===== src/rtl/softstart_pkg.sv =====
// ============================================================================
// Module   : softstart_pkg
// Purpose  : Shared state encoding, counter width and parameter checks for
//            the soft-start ramp sequencer.
// Revision : 1.0 - initial release
// ============================================================================
`timescale 1ns/1ps
`default_nettype none

package softstart_pkg;

  typedef enum logic [2:0] {
    IDLE  = 3'd0,
    BLANK = 3'd1,
    RAMP  = 3'd2,
    DONE  = 3'd3,
    FAULT = 3'd4
  } ss_state_e;

  localparam int SS_CNT_MAX = 4096;
  // One spare bit so a full-range load value never needs truncation.
  localparam int SS_CNT_W   = $clog2(SS_CNT_MAX) + 1;

  function automatic bit ss_param_ok(input int val, input int lo, input int hi);
    return (val >= lo) && (val <= hi);
  endfunction

endpackage

`default_nettype wire


===== src/rtl/ss_tick_gen.sv =====
// ============================================================================
// Module   : ss_tick_gen
// Purpose  : Loadable down-counter; tc flags an enabled cycle at count zero.
// Revision : 1.0 - initial release
// ============================================================================
`timescale 1ns/1ps
`default_nettype none

module ss_tick_gen
  import softstart_pkg::*;
#(
  parameter int CNT_W = SS_CNT_W
) (
  input  logic             clk,
  input  logic             rst,
  input  logic             load,
  input  logic [CNT_W-1:0] load_val,
  input  logic             en,
  output logic             tc
);

  logic [CNT_W-1:0] count_q, count_d;

  // Counter parks at zero instead of wrapping; the owner reloads it.
  always_comb begin
    count_d = count_q;
    if (load) begin
      count_d = load_val;
    end else if (en && (count_q != '0)) begin
      count_d = count_q - 1'b1;
    end
  end

  always_ff @(posedge clk or posedge rst) begin
    if (rst) begin
      count_q <= '0;
    end else begin
      count_q <= count_d;
    end
  end

  assign tc = en && (count_q == '0);

endmodule

`default_nettype wire


===== src/rtl/softstart_ramp_seq.sv =====
// ============================================================================
// Module   : softstart_ramp_seq
// Purpose  : Soft-start sequencer: blanking, monotonic DAC ramp, fault latch.
// Revision : 1.0 - initial release
// ============================================================================
`timescale 1ns/1ps
`default_nettype none

module softstart_ramp_seq
  import softstart_pkg::*;
#(
  parameter int CODE_W     = 8,
  parameter int PRESCALE   = 16,
  parameter int BLANK_CYC  = 64,
  parameter int FINAL_CODE = 255
) (
  input  logic              clk,
  input  logic              rst,
  input  logic              CELV,
  input  logic              CELG,
  input  logic              SUB,
  input  logic              en,
  input  logic              fault,
  output logic [CODE_W-1:0] ss_code,
  output logic              ramp_act,
  output logic              ss_done,
  output logic              drv_en,
  output logic              fault_lat
);

  if (!ss_param_ok(PRESCALE, 1, SS_CNT_MAX)) begin : g_bad_prescale
    $error("softstart_ramp_seq: PRESCALE out of range");
  end
  if (!ss_param_ok(BLANK_CYC, 1, SS_CNT_MAX)) begin : g_bad_blank
    $error("softstart_ramp_seq: BLANK_CYC out of range");
  end
  if (!ss_param_ok(FINAL_CODE, 1, (1 << CODE_W) - 1)) begin : g_bad_final
    $error("softstart_ramp_seq: FINAL_CODE out of range");
  end

  localparam logic [CODE_W-1:0]   FINAL_C   = CODE_W'(FINAL_CODE);
  localparam logic [SS_CNT_W-1:0] BLANK_LD  = SS_CNT_W'(BLANK_CYC - 1);
  localparam logic [SS_CNT_W-1:0] PRESC_LD  = SS_CNT_W'(PRESCALE - 1);

  // Supply/substrate pins exist for the cell netlist only.
  logic unused_supply;
  assign unused_supply = CELV & CELG & SUB;

  ss_state_e         state_q, state_d;
  logic [CODE_W-1:0] ss_code_q, ss_code_d;
  logic              ramp_act_q, ramp_act_d;
  logic              ss_done_q, ss_done_d;
  logic              drv_en_q, drv_en_d;
  logic              fault_lat_q, fault_lat_d;

  logic              blank_load, blank_tc;
  logic              presc_load, presc_tc;
  logic [CODE_W-1:0] code_inc;

  assign code_inc = ss_code_q + 1'b1;

  ss_tick_gen #(.CNT_W(SS_CNT_W)) u_blank_cnt (
    .clk      (clk),
    .rst      (rst),
    .load     (blank_load),
    .load_val (BLANK_LD),
    .en       (state_q == BLANK),
    .tc       (blank_tc)
  );

  ss_tick_gen #(.CNT_W(SS_CNT_W)) u_step_presc (
    .clk      (clk),
    .rst      (rst),
    .load     (presc_load),
    .load_val (PRESC_LD),
    .en       (state_q == RAMP),
    .tc       (presc_tc)
  );

  always_comb begin
    state_d     = state_q;
    ss_code_d   = ss_code_q;
    ramp_act_d  = ramp_act_q;
    ss_done_d   = ss_done_q;
    drv_en_d    = drv_en_q;
    fault_lat_d = fault_lat_q;
    blank_load  = 1'b0;
    presc_load  = 1'b0;

    if (fault) begin
      state_d     = FAULT;
      ss_code_d   = '0;
      ramp_act_d  = 1'b0;
      ss_done_d   = 1'b0;
      drv_en_d    = 1'b0;
      fault_lat_d = 1'b1;
    end else if (state_q == FAULT) begin
      // Only a deliberate en toggle releases the latch.
      if (!en) begin
        state_d     = IDLE;
        fault_lat_d = 1'b0;
      end
    end else if (!en) begin
      state_d     = IDLE;
      ss_code_d   = '0;
      ramp_act_d  = 1'b0;
      ss_done_d   = 1'b0;
      drv_en_d    = 1'b0;
      fault_lat_d = 1'b0;
    end else begin
      unique case (state_q)
        IDLE: begin
          state_d    = BLANK;
          blank_load = 1'b1;
        end
        BLANK: begin
          if (blank_tc) begin
            state_d    = RAMP;
            drv_en_d   = 1'b1;
            ramp_act_d = 1'b1;
            presc_load = 1'b1;
          end
        end
        RAMP: begin
          if (presc_tc && (ss_code_q != FINAL_C)) begin
            ss_code_d  = code_inc;
            presc_load = 1'b1;
            if (code_inc == FINAL_C) begin
              state_d    = DONE;
              ramp_act_d = 1'b0;
              ss_done_d  = 1'b1;
            end
          end
        end
        DONE: begin
          ss_code_d = FINAL_C;
          drv_en_d  = 1'b1;
        end
        default: begin
          state_d = IDLE;
        end
      endcase
    end
  end

  always_ff @(posedge clk or posedge rst) begin
    if (rst) begin
      state_q     <= IDLE;
      ss_code_q   <= '0;
      ramp_act_q  <= 1'b0;
      ss_done_q   <= 1'b0;
      drv_en_q    <= 1'b0;
      fault_lat_q <= 1'b0;
    end else begin
      state_q     <= state_d;
      ss_code_q   <= ss_code_d;
      ramp_act_q  <= ramp_act_d;
      ss_done_q   <= ss_done_d;
      drv_en_q    <= drv_en_d;
      fault_lat_q <= fault_lat_d;
    end
  end

  assign ss_code   = ss_code_q;
  assign ramp_act  = ramp_act_q;
  assign ss_done   = ss_done_q;
  assign drv_en    = drv_en_q;
  assign fault_lat = fault_lat_q;

endmodule

`default_nettype wire


===== config.mk =====
export PLATFORM = sky130hd
export DESIGN_NAME = softstart_ramp_seq
export DESIGN_NICKNAME = d
export VERILOG_FILES = /design/src/rtl/softstart_pkg.sv /design/src/rtl/ss_tick_gen.sv /design/src/rtl/softstart_ramp_seq.sv
export SDC_FILE = /design/constraint.sdc
export NUM_CORES = 1
export LEC_CHECK = 0
export ABC_CLOCK_PERIOD_IN_PS = 3100
export CAP_MARGIN = 20
export CORE_MARGIN = 1
export CORE_UTILIZATION = 35
export DETAILED_ROUTE_END_ITERATION = 8
export PLACE_DENSITY = 0.57
export SLEW_MARGIN = 20
export SYNTH_ARGS = -nofsm -noshare
export SYNTH_HDL_FRONTEND = slang
export SYNTH_HIERARCHICAL = 1
export SYNTH_SLANG_ARGS = --single-unit

===== constraint.sdc =====
create_clock -name clk -period 3.1 [get_ports clk]
set_input_delay 0.93 -clock clk [delete_from_list [all_inputs] [get_ports clk]]
set_output_delay 0.93 -clock clk [all_outputs]
set_load 0.01 [all_outputs]

==> impl_metrics.json <==
{
  "synth_top_cells_by_count": "dfrtp_1, nor2_1, nand2_1",
  "firstDrtPassIters": 4,
  "synth_area_leader_cell": "dfrtp_1",
  "port_buffers": 15,
  "required_ns": 3.26,
  "cellPowerDensity_nw_per_um2": 419,
  "dr_total_vias": 2230,
  "cp-start-kind": "flip-flop",
  "async_flop_share_pct": 100,
  "cellLeakagePower_nw": 1.22,
  "drc": 0,
  "gp_congestion": 0.861,
  "grt_max_degree": 21,
  "grt_pass1_vias": 2014,
  "synth.area.top_cells": "dfrtp_1, nor2_1, a21oi_1, nand2_1, nor4_2",
  "synth_top_flop_cell": "dfrtp_1",
  "antenna_found_initial": 0,
  "insertedDiodeCount": 0,
  "num_rows": 31,
  "fmax_ghz": 0.372,
  "hold_violations": 0,
  "core_um2": 7330,
  "area_growth_pct": 19.6,
  "rsz0062_at_grt": "false",
  "netlist_area_um2": 2680,
  "grt_pass1_wl_um": 9540,
  "cp-end-kind": "flip-flop",
  "multiInputGateArea_um2": 1610,
  "die_x_um": 89.5,
  "drv_cap": 0,
  "synth_warnings": 6,
  "slew_viol_final": 0,
  "nets": 354,
  "initialDrtViolationCount": 58,
  "slew_headroom_pct": 60.0,
  "cts_hold_buffers": 0,
  "synth_edf_count": 0,
  "fin_crit_sh_pct": 86.6,
  "cp_max_fo": 20,
  "overflow": 0,
  "min_period_ns": 2.68,
  "ctsRootBufferMaster": "clkbuf_8",
  "clkTransAtPathRegs_ns": 0.08,
  "seqCellArea_um2": 1030,
  "pin_count": 19,
  "synthCells": 292,
  "vias_per_cell": 5.06,
  "globalRouteTotalUtil_pct": 15.6,
  "rrSetupSlack_ns": 0.42,
  "power_mw": 1.34,
  "setup_viol": 0,
  "yosys_register_bits": 41,
  "vdd_drop_max_mv": 0.227,
  "die_area_um2": 8000,
  "initial_core_util_pct": 36.5,
  "synth.avg_cell_area_um2": 9.17,
  "hpwl_um": 4300,
  "final_core_util_pct": 43.7,
  "synth.most_common_cell": "dfrtp_1",
  "wl_per_cell_um": 13.1,
  "critical_path_class": "flip-flop to flip-flop",
  "clk_latency_ns": 0.29,
  "synth_top_area_share_pct": 38.3,
  "clock_path_buffers": 2,
  "timing.setup.tns_ns": 0,
  "cts_inserted_buffers": 5,
  "postCtsSetupBuffers": 0,
  "ant_nets": 0,
  "cts_max_level": 2,
  "ys_seq_area_share_pct": 38.3,
  "status": "complete, no violations",
  "wirelength_um": 5780,
  "skew_ns": 0.00900,
  "worstMarginPinSlew_ns": 0.595,
  "num-fill-cells": 721,
  "die_h_um": 89.5,
  "worstPathArrival_ns": 2.85,
  "drive_gt1_share_pct": 14.3,
  "min_path_type": "flip-flop to flip-flop",
  "synth.distinct_cells": 55,
  "cts_tree": "done",
  "cts_sinks": 41,
  "ctsResizeCount": 0
}
## logic make-up (layout without fill, tap and decap cells)
family          Yosys count  count (layout)  share of synthesized area [%]
compound gates           80              80                           20.0
xor+xnor                  9               9                           2.94
fa+ha+maj                 6               6                           2.80
buf+inv                  30              56                           5.28
flops                    41              41                           38.3
mux                       6               6                           2.43
other cells               2              26                          0.280
simple gates            118             118                           27.9
## power breakdown
| group | internal, mW | switching [mW] |
|---|---|---|
| sequential | 0.593 | 0.0797 |
| clock | 0.263 | 0.191 |
| combinational | 0.106 | 0.109 |
## registers in the layout, indices dropped and copies added, names as in the netlist
signal	cells
ramp_act	1
drv_en	1
ss_done	1
ss_code	8
state_q	3
u_step_presc/count_q	13
u_blank_cnt/count_q	13
fault_lat	1
## worst paths after layout
| check | cells past startpoint | from | to |
|---|---|---|---|
| min in group asynchronous | 2 | rst | u_blank_cnt/count_q[4]$_DFFE_PP0P_ |
| min | 1 | fault_lat$_DFFE_PP0N_ | fault_lat$_DFFE_PP0N_ |
| min reg2reg | 1 | fault_lat$_DFFE_PP0N_ | fault_lat$_DFFE_PP0N_ |
| max in group asynchronous | 2 | rst | ss_code[2]$_DFFE_PP0P_ |
| max | 11 | state_q[1]$_DFFE_PP0P_ | u_step_presc/count_q[9]$_DFFE_PP0P_ |
| max reg2reg | 11 | state_q[1]$_DFFE_PP0P_ | u_step_presc/count_q[9]$_DFFE_PP0P_ |
## layer usage
metal	vias to the layer above	global-route usage [%]	part of all wire [%]
li1	1149	-	-
met1	1052	22.4	51
met2	24	23.6	45
met3	5	3.23	3.2
met4	0	4.33	0.83
met5	-	0	0
## cell type report
cell class,instances,share of cell area (%)
inverter,18,2.11
tap,99,3.87
multi-input combinational,245,50.2
timing repair buffer,30,8.20
sequential,41,32.0
clock inverter,1,0.938
clock buffer,7,2.70
## critical path, cell delays in order (launching register included)
cell and delay (ns):
dfrtp_1 0.55, inv_2 0.10, or3_1 0.42, inv_1 0.14, inv_1 0.07, nor2_1 0.20
and4bb_1 0.28, o21ai_2 0.11, a21boi_1 0.21, buf_4 0.27, or4_1 0.14, o211ai_1 0.07
## metrics by stage
stage / worst slack (ns) / std cells / hold WS, ns / area (um^2)
final: 0.415 / 441 / 0.488 / 3200
after detailed placement: 0.375 / 433 / 0.467 / 3090
after global routing: 0.209 / 441 / 0.520 / 3200
after global placement: 0.393 / 433 / 0.464 / 3090
after CTS: 0.422 / 441 / 0.491 / 3200
after floorplan: 0.396 / 316 / 0.518 / 2770
## cell usage in the layout (no fill, tap or decap), types with 3 or more instances in the layout
cell type / count
a211oi_1: 4
a21o_1: 3
a21oi_1: 20
a2bb2oi_1: 4
a311oi_1: 6
a31oi_1: 5
buf_4: 15
clkbuf_8: 6
clkdlybuf4s50_1: 15
conb_1: 26
dfrtp_1: 41
ha_1: 6
inv_1: 17
mux2i_1: 5
nand2_1: 24
nand2b_1: 4
nand3_1: 9
nand3b_1: 3
nand4_1: 3
nor2_1: 27
nor3_1: 6
nor4_1: 3
nor4_2: 8
o211ai_1: 6
o21ai_0: 10
o21ai_1: 6
or2_2: 3
or3_1: 6
or4_1: 4
xnor2_1: 8
No activity file was read; power rests on OpenSTA's default activity.
